`src/rtl/lsu_split.sv`:
```
// lsu_split: load/store unit between the memory-access stage and a
// byte-strobed single-port data RAM with one-cycle read latency.
// Handles one request at a time. A request whose bytes span two words is
// split into two word accesses, and the loaded bytes are reassembled and
// sign- or zero-extended.
//
// Ports:
//   clk, resetn        clock, synchronous active-low reset
//   req_valid/ready    request handshake (ready only while idle)
//   req_addr           byte address
//   req_we             1 = store, 0 = load
//   req_size           00 byte, 01 half, 10 word, 11 illegal
//   req_unsigned       zero-extend load data
//   req_wdata          right-aligned store data
//   resp_valid         one-cycle completion pulse
//   resp_rdata         extended load data (0 for stores/errors)
//   resp_err           illegal size flag, valid with resp_valid
//   mem_addr           word address to RAM
//   mem_re             read strobe, data returns on mem_rdata next cycle
//   mem_wstrb          per-byte write enables
//   mem_wdata          lane-positioned write data
//   mem_rdata          read data from RAM
module lsu_split #(
    parameter int ADDR_BITS = 14
) (
    input  logic                 clk,
    input  logic                 resetn,
    input  logic                 req_valid,
    output logic                 req_ready,
    input  logic [ADDR_BITS-1:0] req_addr,
    input  logic                 req_we,
    input  logic [1:0]           req_size,
    input  logic                 req_unsigned,
    input  logic [31:0]          req_wdata,
    output logic                 resp_valid,
    output logic [31:0]          resp_rdata,
    output logic                 resp_err,
    output logic [ADDR_BITS-3:0] mem_addr,
    output logic                 mem_re,
    output logic [3:0]           mem_wstrb,
    output logic [31:0]          mem_wdata,
    input  logic [31:0]          mem_rdata
);
    localparam int WA = ADDR_BITS - 2;

    typedef enum logic [2:0] {S_IDLE, S_ACC0, S_ACC1, S_WAIT, S_RESP} state_t;

    // Byte-enable mask across two consecutive words.
    function automatic logic [7:0] mask8_f(input logic [1:0] size, input logic [1:0] off);
        logic [7:0] base;
        case (size)
            2'b00:   base = 8'h01;
            2'b01:   base = 8'h03;
            2'b10:   base = 8'h0F;
            default: base = 8'h00;
        endcase
        return base << off;
    endfunction

    // Store data moved into byte lanes across two words. Bits above the
    // access size are cleared so lanes outside the strobe carry zeros.
    function automatic logic [63:0] lanes_f(input logic [1:0] size, input logic [1:0] off,
                                            input logic [31:0] wdata);
        logic [31:0] sized;
        case (size)
            2'b00:   sized = {24'b0, wdata[7:0]};
            2'b01:   sized = {16'b0, wdata[15:0]};
            default: sized = wdata;
        endcase
        return {32'b0, sized} << {off, 3'b000};
    endfunction

    state_t                state_q, state_d;
    logic [ADDR_BITS-1:0]  addr_q, addr_d;
    logic                  we_q, we_d;
    logic [1:0]            size_q, size_d;
    logic                  uns_q, uns_d;
    logic [31:0]           wdata_q, wdata_d;
    logic [31:0]           word0_q, word0_d;

    logic                  req_ready_q, req_ready_d;
    logic                  resp_valid_q, resp_valid_d;
    logic [31:0]           resp_rdata_q, resp_rdata_d;
    logic                  resp_err_q, resp_err_d;
    logic [WA-1:0]         mem_addr_q, mem_addr_d;
    logic                  mem_re_q, mem_re_d;
    logic [3:0]            mem_wstrb_q, mem_wstrb_d;
    logic [31:0]           mem_wdata_q, mem_wdata_d;

    // Values derived from the incoming request (used on acceptance).
    logic [7:0]            in_mask;
    logic [63:0]           in_lanes;
    // Values derived from the latched request.
    logic [7:0]            cur_mask;
    logic [63:0]           cur_lanes;
    logic                  cur_cross;
    logic [WA-1:0]         cur_wa1;
    logic [31:0]           ld_lo, ld_hi;
    logic [63:0]           ld_shift;
    logic [31:0]           ld_data;

    assign in_mask   = mask8_f(req_size, req_addr[1:0]);
    assign in_lanes  = lanes_f(req_size, req_addr[1:0], req_wdata);
    assign cur_mask  = mask8_f(size_q, addr_q[1:0]);
    assign cur_lanes = lanes_f(size_q, addr_q[1:0], wdata_q);
    assign cur_cross = |cur_mask[7:4];
    // Natural WA-bit wrap takes the top word back to word 0.
    assign cur_wa1   = addr_q[ADDR_BITS-1:2] + {{(WA-1){1'b0}}, 1'b1};

    // In WAIT, mem_rdata holds the last word read; word 0 was latched
    // earlier only when the access crossed.
    always_comb begin
        ld_lo    = cur_cross ? word0_q : mem_rdata;
        ld_hi    = cur_cross ? mem_rdata : 32'b0;
        ld_shift = {ld_hi, ld_lo} >> {addr_q[1:0], 3'b000};
        case (size_q)
            2'b00:   ld_data = uns_q ? {24'b0, ld_shift[7:0]}
                                     : {{24{ld_shift[7]}}, ld_shift[7:0]};
            2'b01:   ld_data = uns_q ? {16'b0, ld_shift[15:0]}
                                     : {{16{ld_shift[15]}}, ld_shift[15:0]};
            default: ld_data = ld_shift[31:0];
        endcase
    end

    always_comb begin
        state_d      = state_q;
        addr_d       = addr_q;
        we_d         = we_q;
        size_d       = size_q;
        uns_d        = uns_q;
        wdata_d      = wdata_q;
        word0_d      = word0_q;
        req_ready_d  = req_ready_q;
        resp_valid_d = 1'b0;
        resp_rdata_d = resp_rdata_q;
        resp_err_d   = resp_err_q;
        mem_addr_d   = mem_addr_q;
        mem_re_d     = 1'b0;
        mem_wstrb_d  = 4'b0;
        mem_wdata_d  = mem_wdata_q;
        case (state_q)
            S_IDLE: begin
                if (req_valid && req_ready_q) begin
                    addr_d      = req_addr;
                    we_d        = req_we;
                    size_d      = req_size;
                    uns_d       = req_unsigned;
                    wdata_d     = req_wdata;
                    req_ready_d = 1'b0;
                    if (req_size == 2'b11) begin
                        state_d      = S_RESP;
                        resp_valid_d = 1'b1;
                        resp_err_d   = 1'b1;
                        resp_rdata_d = 32'b0;
                    end else begin
                        state_d    = S_ACC0;
                        mem_addr_d = req_addr[ADDR_BITS-1:2];
                        mem_re_d   = ~req_we;
                        if (req_we) begin
                            mem_wstrb_d = in_mask[3:0];
                            mem_wdata_d = in_lanes[31:0];
                        end
                    end
                end
            end
            S_ACC0: begin
                if (cur_cross) begin
                    state_d    = S_ACC1;
                    mem_addr_d = cur_wa1;
                    mem_re_d   = ~we_q;
                    if (we_q) begin
                        mem_wstrb_d = cur_mask[7:4];
                        mem_wdata_d = cur_lanes[63:32];
                    end
                end else if (we_q) begin
                    state_d      = S_RESP;
                    resp_valid_d = 1'b1;
                    resp_rdata_d = 32'b0;
                    resp_err_d   = 1'b0;
                end else begin
                    state_d = S_WAIT;
                end
            end
            S_ACC1: begin
                // Word 0 of a crossing load arrives during this cycle.
                word0_d = mem_rdata;
                if (we_q) begin
                    state_d      = S_RESP;
                    resp_valid_d = 1'b1;
                    resp_rdata_d = 32'b0;
                    resp_err_d   = 1'b0;
                end else begin
                    state_d = S_WAIT;
                end
            end
            S_WAIT: begin
                state_d      = S_RESP;
                resp_valid_d = 1'b1;
                resp_rdata_d = ld_data;
                resp_err_d   = 1'b0;
            end
            S_RESP: begin
                state_d      = S_IDLE;
                req_ready_d  = 1'b1;
                resp_rdata_d = 32'b0;
                resp_err_d   = 1'b0;
            end
            default: begin
                state_d     = S_IDLE;
                req_ready_d = 1'b1;
            end
        endcase
    end

    always_ff @(posedge clk) begin
        if (!resetn) begin
            state_q      <= S_IDLE;
            addr_q       <= '0;
            we_q         <= 1'b0;
            size_q       <= 2'b0;
            uns_q        <= 1'b0;
            wdata_q      <= 32'b0;
            word0_q      <= 32'b0;
            req_ready_q  <= 1'b1;
            resp_valid_q <= 1'b0;
            resp_rdata_q <= 32'b0;
            resp_err_q   <= 1'b0;
            mem_addr_q   <= '0;
            mem_re_q     <= 1'b0;
            mem_wstrb_q  <= 4'b0;
            mem_wdata_q  <= 32'b0;
        end else begin
            state_q      <= state_d;
            addr_q       <= addr_d;
            we_q         <= we_d;
            size_q       <= size_d;
            uns_q        <= uns_d;
            wdata_q      <= wdata_d;
            word0_q      <= word0_d;
            req_ready_q  <= req_ready_d;
            resp_valid_q <= resp_valid_d;
            resp_rdata_q <= resp_rdata_d;
            resp_err_q   <= resp_err_d;
            mem_addr_q   <= mem_addr_d;
            mem_re_q     <= mem_re_d;
            mem_wstrb_q  <= mem_wstrb_d;
            mem_wdata_q  <= mem_wdata_d;
        end
    end

    assign req_ready  = req_ready_q;
    assign resp_valid = resp_valid_q;
    assign resp_rdata = resp_rdata_q;
    assign resp_err   = resp_err_q;
    assign mem_addr   = mem_addr_q;
    assign mem_re     = mem_re_q;
    assign mem_wstrb  = mem_wstrb_q;
    assign mem_wdata  = mem_wdata_q;
endmodule

```
`config.mk`:
```
export PLATFORM = sky130hd
export DESIGN_NAME = lsu_split
export DESIGN_NICKNAME = d
export VERILOG_FILES = /design/src/rtl/lsu_split.sv
export SDC_FILE = /design/constraint.sdc
export NUM_CORES = 1
export LEC_CHECK = 0
export ABC_AREA = 1
export BUFFER_PORTS_ARGS = -buffer_cell sky130_fd_sc_hd__buf_2
export CAP_MARGIN = 20
export CORE_MARGIN = 2
export CORE_UTILIZATION = 60
export DETAILED_ROUTE_END_ITERATION = 10
export PLACE_DENSITY = 0.86
export RECOVER_POWER = 50
export SETUP_SLACK_MARGIN = 0.05
export SLEW_MARGIN = 40
export SYNTH_ARGS = -nofsm -noshare
export SYNTH_HDL_FRONTEND = slang
export SYNTH_SLANG_ARGS = --single-unit
```
`constraint.sdc`:
```
create_clock -name clk -period 6.6 [get_ports clk]
set_clock_uncertainty 0.15 [all_clocks]
set_input_delay 0.33 -clock clk [delete_from_list [all_inputs] [get_ports clk]]
set_output_delay 0.33 -clock clk [all_outputs]
set_load 0.01 [all_outputs]
```
==> results.txt, run 1 <==
Seq cells post-synth - 154
Wirelength per Cell - 17.3 um
Clock Latency Late Sink - 0.44 ns
Setup TNS Final - 0 ns
Yosys warning count - 0
Fin crit share - 61.5%
Slew Viols, Final - 86
Share of layout cells above drive strength 1 - 11.0%
Largest net degree at the start of global routing - 86
Total Routing Usage GR - 36.5%
Status - complete, but fails checks
R2r endpoint - wdata_q[17]
Ant diodes - 0
Reg-to-reg startpoint - state_q[2]
Vias in the first global route - 8509
Critical setup path kind - reg -> reg
Maximum fanout along the worst path - 85
Slew HR - -116%
Initial Util - 60.9%
RSZ-0062 raised after global routing - no
Worst slew pin tran - 3.24 ns
Synth Cell Area - 8360 um^2
Synth Flop Type - dfxtp_1
I/O pins - 169
Num Clock Sinks - 154
Internal reg-to-reg setup slack - 2.54 ns
Min Tclk post-route - 4.06 ns
HP Class - in -> reg
Drt drc - 0
Endpoints failing hold - 0
Core area - 13700 um^2
Failing checks - capacitance limit, slew limit
Layout net count - 1466
Top-area cell type share of the netlist area - 36.9%
Count leader, synth - nand2_1
Min-delay src - req_addr[2]
Fill count - 1259
Net Count, Synth - 1354
Hold Path Cell Cnt - 3
DP HPWL - 18900 um
Postcts setup bufs - 0
Routed wire length - 27100 um
GR Overflow Total - 0
GP Congestion - 0.947
Drt first pass iters - 6
Total CTS buffers - 17
Power Density - 354 nW/um^2
Leak - 0.00394 uW
Most frequent cells after synthesis - 277 x nand2_1, 175 x a21oi_1, 154 x dfxtp_1, 141 x o21ai_0, 113 x inv_1
DRT antenna net count - 0
Initial antenna violation count - 0
Peak VDD IR - 0.212 mV
Avg Vias per Cell - 5.99
Die Wd - 122 um
Area of the multi-input gates - 4410 um^2
DR iter-0 viols - 1046
Depth of the most critical reg-to-reg path - 5
Area of the die - 14900 um^2
Hold Path End - mem_addr[0]
Global-route wire length before repair - 42300 um
Area delta synth->final - 15.0%
Post-synth EDFFs - 0
Die Ht - 122 um
Syn avg cell area - 6.63 um^2
Gate count after technology mapping - 1261
Hold buffers post-CTS - 0
Port Buf Inserts - 168
Critical path capture point type - register
Ys async rst share - 0%
Slowest CP cell - clkbuf_1
Worst-path clk slew - 0.06 ns
Data arrival, critical path - 4.24 ns
Post-place setup slack - 3.45 ns
FP Rows - 43
Final WS setup - 2.54 ns
Cell Chain, Critical Path - nor2_1 -> nand3_2 -> clkbuf_1 -> o21ai_0 -> a21oi_1
Synth top area cells - dfxtp_1 37%, nand2_1 12%, a21oi_1 10%, o21ai_0 8.4%, inv_1 5.1%
Vias - 9387
Buf/Inv on CP - 1
Clock Path Buffers - 2
Register area share after synthesis - 36.9%
H-tree depth - 4
Max incr delay on CP - 2.26 ns
Reg area - 3080 um^2
Family with the most delay on the worst path - buffers and inverters
Max-Cap Viols - 1
CTS tree - yes
Worst setup SP type - register
Fmax - 246 MHz
CTS resizes - 0
Synth area leader - dfxtp_1
Library cells used by synthesis - 40
Final setup viols - 0
CTS Root Cell - clkbuf_16
WP data required - 6.78 ns
-- per-stage QoR --
stage | std cells | area (um^2) | power, uW | hold WS (ns) | util (%)
6_report | 1566 | 9610 | 3410 | 0.0140 | 70.1
5_1_grt | 1566 | 9610 | 3600 | 0.0222 | 70.1
4_1_cts | 1565 | 9710 | 3390 | 0.00740 | 70.8
3_5_place_dp | 1533 | 9130 | 2420 | 0.293 | 66.6
3_3_place_gp | 1531 | 9090 | 2390 | 0.283 | 66.3
2_1_floorplan | 1261 | 8360 | 2090 | 0.274 | -
-- area by class of cell --
type | instances | share of cell area (%)
clock buffer | 21 | 4.79
clock inverter | 11 | 1.25
inverter | 122 | 4.76
multi-input combinational | 897 | 45.9
sequential | 154 | 32.1
tap | 180 | 2.34
timing repair buffer | 181 | 8.88
-- tightest hold or removal path: stages --
cell	delay, ns
buf_2	0.10
nand2_1	0.05
a31oi_1	0.07
-- report_power, final --
part / switching [uW] / internal, uW
logic: 874 / 354
clock network: 401 / 575
registers: 96.6 / 1100
total: 1370 / 2030
-- layer usage --
metal | track usage [%] | wire [um] | up-vias | share of wire [%]
met2 | 58.2 | 12300 | 564 | 45
met5 | 0 | 0 | - | 0
met4 | 24.3 | 1910 | 0 | 7.1
li1 | - | - | 4465 | -
met3 | 7.63 | 2510 | 142 | 9.2
met1 | 44.4 | 10400 | 4216 | 38
-- state kept, by name (all words and copies together) (netlist names) --
register	cells
word0_q	25
resp_rdata	32
wdata_q	24
resp_valid	1
addr_q	14
mem_wstrb	4
mem_addr	12
req_ready	1
uns_q	1
resp_err	1
mem_wdata	32
we_q	1
size_q	2
mem_re	1
state_q	3
-- cells by family after synthesis --
kind of cell | synth area share [%]
AO/OA/AOI/OAI | 26.1
AND/OR/NAND/NOR | 24.7
XOR/XNOR | 0.733
adder cells (fa/ha/maj) | 1.20
flip-flops | 36.9
buffers and inverters | 10.4
-- worst max-delay path by stage --
stage	to	slack, ns	cells after the start	from
floorplan	resp_rdata[21]	4.51	12	size_q[1]
global placement	mem_wdata[15]	3.15	11	size_q[1]
detailed placement	resp_rdata[28]	3.45	10	addr_q[0]
CTS	resp_rdata[28]	3.42	10	addr_q[0]
global route	wdata_q[17]	2.06	5	state_q[2]
finish	wdata_q[17]	2.54	5	state_q[2]
-- cell usage in the layout (no fill, tap or decap), types with 15 or more instances in the layout --
cell type	count
nand2_1	277
a21oi_1	175
dfxtp_1	154
o21ai_0	141
inv_1	112
clkbuf_1	87
buf_2	84
nor2_1	83
nand3_1	83
o21ai_1	18
clkbuf_16	17
o32ai_1	15
(Power assumes the default switching activity.)
==> run 2, diff against run 1 <==
--- a/config.mk
+++ b/config.mk
@@ -9,9 +9,9 @@
 export BUFFER_PORTS_ARGS = -buffer_cell sky130_fd_sc_hd__buf_2
 export CAP_MARGIN = 20
 export CORE_MARGIN = 2
-export CORE_UTILIZATION = 60
+export CORE_UTILIZATION = 56
 export DETAILED_ROUTE_END_ITERATION = 10
-export PLACE_DENSITY = 0.86
+export PLACE_DENSITY = 0.81
 export RECOVER_POWER = 50
 export SETUP_SLACK_MARGIN = 0.05
 export SLEW_MARGIN = 40
==> constraint.sdc (replaced) <==
create_clock -name clk -period 4.2 [get_ports clk]
set_clock_uncertainty 0.15 [all_clocks]
set_input_delay 0.21 -clock clk [delete_from_list [all_inputs] [get_ports clk]]
set_output_delay 0.21 -clock clk [all_outputs]
set_load 0.01 [all_outputs]
==> run 2 against run 1 <==
The run now ends clean. Clock power grew 65%. Sequential power rose by 58%. Fmax grew 26%. Sequential share of layout area is 2.2 points lower. Hold slack got worse by 0.0068 ns. Count of clock-buffer cells in the layout down 1. Global-route usage fell by 0.69 points. Cell area increased by 7.3%. Largest cell class unchanged. Largest power group unchanged.
==> results.txt, run 2 (synthesis results as in run 1) <==
Worst setup SP type - register
Non-Filler Instances - 1637 (+4.5%)
Area delta synth->final - 23.4%
Critical path capture point type - register
Num Clock Sinks - 154 (unchanged)
Core area - 14500 um^2 (+5.9%)
Power Density - 531 nW/um^2 (+50%)
Fill count - 1314 (+4.4%)
Endpoints failing hold - 0 (unchanged)
Drt first pass iters - 6 (unchanged)
Port Buf Inserts - 168 (unchanged)
Avg Vias per Cell - 5.90 (-1.5%)
Drt drc - 0 (unchanged)
DP HPWL - 19400 um (+2.2%)
Combinational power share - 36.0% (about the same)
Die Ht - 126 um (+3.4%)
Total Routing Usage GR - 35.8% (-0.69 points)
Ant diodes - 0 (unchanged)
Vias in the first global route - 9157 (+7.6%)
Switching power - 2180 uW (+59%)
Min-delay src - req_size[1]
Flop pwr share - 34.7% (-0.6 points)
Leak - 0.00425 uW (+7.8%)
Die Wd - 126 um (+3.4%)
Slew Viols, Final - 0 (-100%)
Maximum fanout along the worst path - 55 (-35%)
WP data required - 4.39 ns (-2.39 ns)
Final instance area - 10300 um^2 (+7.3%)
HP Class - in -> reg
Area of the die - 15900 um^2 (+6.9%)
DR iter-0 viols - 1055 (+0.86%)
Largest net degree at the start of global routing - 61 (-29%)
Postcts setup bufs - 0 (unchanged)
RSZ-0062 raised after global routing - no
Clock Power Share - 29.3% (+0.6 points)
Fmax - 310 MHz (+26%)
Share of layout cells above drive strength 1 - 10.7% (-0.37 points)
GR Overflow Total - 0 (unchanged)
Critical setup path kind - reg -> reg
Sw Share - 39.7% (-0.56 points)
Setup TNS Final - 0 ns (unchanged)
Post-layout util - 71.0% (+0.89 points)
Commonest cells after routing, fill and taps aside - 277 x nand2_1, 175 x a21oi_1, 154 x dfxtp_1
Total CTS buffers - 17 (unchanged)
H-tree depth - 4 (unchanged)
Internal power - 3300 uW (+62%)
Vias - 9662 (+2.9%)
Wirelength per Cell - 17.5 um (+0.92%)
Worst slew pin tran - 1.13 ns (-2.10 ns)
Min Tclk post-route - 3.23 ns (-0.827 ns)
Initial antenna violation count - 0 (unchanged)
Placed insts - 1541 (+0.52%)
Routed wire length - 28600 um (+5.5%)
CTS tree - yes
Worst setup path start - size_q[1]
GP Congestion - 0.919 (-3.1%)
CTS Root Cell - clkbuf_16
FP Rows - 44 (+2.3%)
Peak VDD IR - 0.388 mV (+83%)
Reg-to-reg startpoint - size_q[1]
Slew HR - 24.2% (+140 points)
Clock Latency Late Sink - 0.44 ns (about the same)
Placement Cell Area - 9160 um^2 (+0.27%)
Fin crit share - 76.9% (+15 points)
Final setup viols - 0 (unchanged)
CTS resizes - 0 (unchanged)
Max-Cap Viols - 0 (-1)
Layout net count - 1535 (+4.7%)
Hold WS - 0.00720 ns (-0.00684 ns)
I/O pins - 169 (unchanged)
Global-route wire length before repair - 45600 um (+7.7%)
Status - complete, no violations
DRT antenna net count - 0 (unchanged)
Clock Path Buffers - 2 (unchanged)
Data arrival, critical path - 3.42 ns (-0.82 ns)
Commonest non-fill, non-tap cell in the layout - nand2_1
Initial Util - 57.5% (-3.4 points)
Worst-path clk slew - 0.06 ns (about the same)
==> run 2: changes by cell type in the layout (fill, tap and decap cells not counted), moves of 2 or more <==
| cell | change |
|---|---|
| clkbuf_1 | -3 |
| clkinv_2 | -2 |
| buf_4 | +6 |
| dlygate4sd3_1 | +66 |
==> run 2: through the flow <==
stage | power (uW) | setup WS, ns
5_1_grt | 5780 | 0.729
3_3_place_gp | 3790 | 1.22
3_5_place_dp | 3820 | 1.02
6_report | 5480 | 0.970
2_1_floorplan | 3280 | 2.11
4_1_cts | 5460 | 1.03
==> run 2: critical path: stages, from the launching register on <==
cell and delay, ns:
dfxtp_1 0.38, inv_1 0.14, ha_1 0.33, nand3_2 0.16, nand2_4 0.47, nand2_2 0.12, nand2_1 0.10, nand2_2 0.19
nor2_4 0.29, buf_4 0.39, o21ai_0 0.15, a41oi_1 0.23
==> run 2: area by class of cell <==
| type | instances | area (um^2) | share of cell area [%] |
|---|---|---|---|
| clock buffer | 20 | 467 | 4.53 |
| clock inverter | 10 | 141 | 1.37 |
| inverter | 122 | 458 | 4.44 |
| multi-input combinational | 897 | 4410 | 42.7 |
| sequential | 154 | 3080 | 29.9 |
| tap | 184 | 230 | 2.23 |
| timing repair buffer | 250 | 1530 | 14.8 |
==> run 2: per-layer routing <==
layer  vias up  part of all wire, %  wire, um  track usage (%)
met5         -                    0         0                0
met4         0                  5.7      1630             19.3
met3       132                  8.5      2430             8.28
met2       582                   47     13500             60.0
met1      4360                   38     11000             42.6
li1       4588                    -         -                -
==> run 2: power by group through the flow <==
stage | registers (uW) | logic, uW | clock network, uW
2_1_floorplan | 1950 | 1330 | 0
3_3_place_gp | 1910 | 1880 | 0
3_5_place_dp | 1910 | 1910 | 0
4_1_cts | 1890 | 1970 | 1610
5_1_grt | 1920 | 2170 | 1680
6_report | 1900 | 1970 | 1610
==> run 2: what timing repair did <==
item,CTS,global route
endpoints found under the hold margin,73,0
hold buffers,66,0
setup endpoints to repair,0,0
==> run 2: worst paths after layout <==
| check | endpoint | slack [ns] | cells after the start |
|---|---|---|---|
| hold / removal | size_q[1] | 0.007 | 3 |
| setup reg to reg | mem_wdata[18] | 0.97 | 11 |
| setup / recovery | mem_wdata[18] | 0.97 | 11 |
| hold reg to reg | word0_q[21] | 0.30 | 2 |
==> run 3, diff against run 2 <==
==> constraint.sdc (replaced) <==
create_clock -name clk -period 3.2 [get_ports clk]
set_clock_uncertainty 0.15 [all_clocks]
set_input_delay 0.16 -clock clk [delete_from_list [all_inputs] [get_ports clk]]
set_output_delay 0.16 -clock clk [all_outputs]
set_load 0.01 [all_outputs]
==> run 3 against run 2 <==
Critical path type unchanged. Final cell count increased by 0.86%. Highest routed layer unchanged. Power is 34% higher. Die area is the same. Sequential cell count did not move. Critical endpoint is now resp_rdata[26]. Cell area up 1.5%. Fmax increased by 14%. Sequential share of layout area down 0.44 points. Non-clock buffer count grew 12. Hold slack better by 0.0083 ns. Utilization grew 1.1 points. Count of clock-buffer cells in the layout is the same. First-iteration DRC count rose by 2.4%.
==> results.txt, run 3 (synthesis results as in run 1) <==
FP Rows - 44 (unchanged)
Area of the multi-input gates - 4410 um^2 (about the same)
Commonest cells after routing, fill and taps aside - 277 x nand2_1, 175 x a21oi_1, 154 x dfxtp_1
Drt drc - 0 (unchanged)
Slew Viols, Final - 0 (unchanged)
Routed wire length - 29200 um (+2.0%)
WP data required - 3.41 ns (-0.98 ns)
Worst setup SP type - register
Data arrival, critical path - 3.04 ns (-0.38 ns)
Final instance area - 10500 um^2 (+1.5%)
Die Wd - 126 um (unchanged)
Hold Path Cell Cnt - 5 (+2)
Met3 Use GR - 6.16% (-2.1 points)
Fill count - 1276 (-2.9%)
Vias - 9682 (+0.21%)
DR iter-0 viols - 1080 (+2.4%)
Final WS setup - 0.373 ns (-0.596 ns)
Clock Path Buffers - 2 (unchanged)
Initial antenna violation count - 0 (unchanged)
Peak VDD IR - 0.521 mV (+34%)
Postcts setup bufs - 0 (unchanged)
Area delta synth->final - 25.2%
Worst slew pin tran - 1.22 ns (+0.0873 ns)
Critical path capture point type - register
CTS tree - yes
Die Ht - 126 um (unchanged)
DRT antenna net count - 0 (unchanged)
I/O pins - 169 (unchanged)
Layout net count - 1547 (+0.78%)
Post-place setup slack - 0.383 ns (-0.637 ns)
Status - complete, no violations
Critical setup path kind - reg -> reg
Largest net degree at the start of global routing - 108 (+77%)
Global-route wire length before repair - 46500 um (+2.0%)
Slew HR - 18.6% (-5.6 points)
Port Buf Inserts - 168 (unchanged)
Ant diodes - 0 (unchanged)
Share of layout cells above drive strength 1 - 10.9% (+0.24 points)
Met1 GRT Util - 44.9% (+2.3 points)
Total Routing Usage GR - 36.4% (+0.59 points)
GRT met2 Usage - 60.3% (+0.38 points)
Power Density - 703 nW/um^2 (+32%)
Clock Latency Late Sink - 0.43 ns (about the same)
Commonest non-fill, non-tap cell in the layout - nand2_1
Leak - 0.00431 uW (+1.3%)
Num Clock Sinks - 154 (unchanged)
HP Class - in -> reg
Placement Cell Area - 9190 um^2 (+0.40%)
GP Congestion - 0.904 (-1.6%)
H-tree depth - 4 (unchanged)
Total CTS buffers - 17 (unchanged)
Max-Cap Viols - 0 (unchanged)
Vias in the first global route - 9225 (+0.74%)
CTS Root Cell - clkbuf_16
GR Overflow Total - 0 (unchanged)
PnR Total Power - 7360 uW (+34%)
Final setup viols - 0 (unchanged)
Layer with the highest usage - met2
Core area - 14500 um^2 (unchanged)
Worst-path clk slew - 0.07 ns (about the same)
Maximum fanout along the worst path - 33 (-40%)
Drt first pass iters - 6 (unchanged)
DP HPWL - 19200 um (-0.78%)
Initial Util - 57.5% (unchanged)
Fmax - 354 MHz (+14%)
RSZ-0062 raised after global routing - no
Min Tclk post-route - 2.83 ns (-0.404 ns)
Wirelength per Cell - 17.7 um (+1.2%)
Setup TNS Final - 0 ns (unchanged)
Internal reg-to-reg setup slack - 0.37 ns (-0.60 ns)
Reg area - 3080 um^2 (unchanged)
Endpoints failing hold - 0 (unchanged)
Avg Vias per Cell - 5.86 (-0.64%)
Fin crit share - 88.3% (+11 points)
Area of the die - 15900 um^2 (unchanged)
Depth of the most critical reg-to-reg path - 13 (+2)
## run 3: cell count changes in the layout (fill, tap and decap cells not counted), moves of 2 or more
cell,delta
dlygate4sd3_1,+8
buf_6,+2
clkbuf_1,+2
clkinv_2,-2
clkinvlp_4,+2
## run 3: routing by layer
| metal | up-vias | share of wire, % |
|---|---|---|
| li1 | 4616 | - |
| met4 | 0 | 5.7 |
| met5 | - | 0 |
| met2 | 581 | 47 |
| met3 | 128 | 8.8 |
| met1 | 4357 | 39 |
## run 3: timing repair
item,4_1_cts,5_1_grt
setup endpoints to repair,0,1
gates resized for setup,0,1
endpoints found under the hold margin,86,0
hold buffers,74,0
## run 3: critical path, stage by stage (launching register included)
cell and delay, ns:
dfxtp_1 0.39, inv_1 0.13, ha_1 0.34, nand3_2 0.16, nand2_4 0.30, buf_4 0.36, nand2_1 0.12, nand2_1 0.07
nand2_1 0.06, nand3_2 0.09, nand3_4 0.15, nand3_4 0.21, nand2_1 0.07, a21oi_1 0.14
## run 3: through the flow
stage / std cells / hold slack [ns] / utilization [%]
3_5_place_dp: 1545 / 0.274 / 63.3
3_3_place_gp: 1545 / 0.279 / 63.2
6_report: 1651 / 0.0155 / 72.0
5_1_grt: 1651 / 0.0514 / 72.0
2_1_floorplan: 1261 / 0.123 / -
4_1_cts: 1651 / 0.00101 / 72.8
## run 3: area by class of cell
type | count | area share (%)
well taps | 184 | 2.20
flip-flops and latches | 154 | 29.5
clock buffers | 20 | 4.36
repair buffers | 262 | 15.7
inverters | 122 | 4.38
clock inverters | 12 | 1.79
multi-input cells | 897 | 42.1
## run 3: worst paths after layout
check | start | end
worst max-delay path | size_q[1] | resp_rdata[26]
worst min-delay path | mem_rdata[5] | resp_rdata[5]
worst max register to register | size_q[1] | resp_rdata[26]
worst min register to register | wdata_q[15] | wdata_q[15]
## run 3: report_power, final
part,leakage (uW),switching [uW],internal (uW)
clock network,0.000301,871,1360
registers,0.00126,215,2280
logic,0.00275,1830,808
total,0.00431,2920,4440
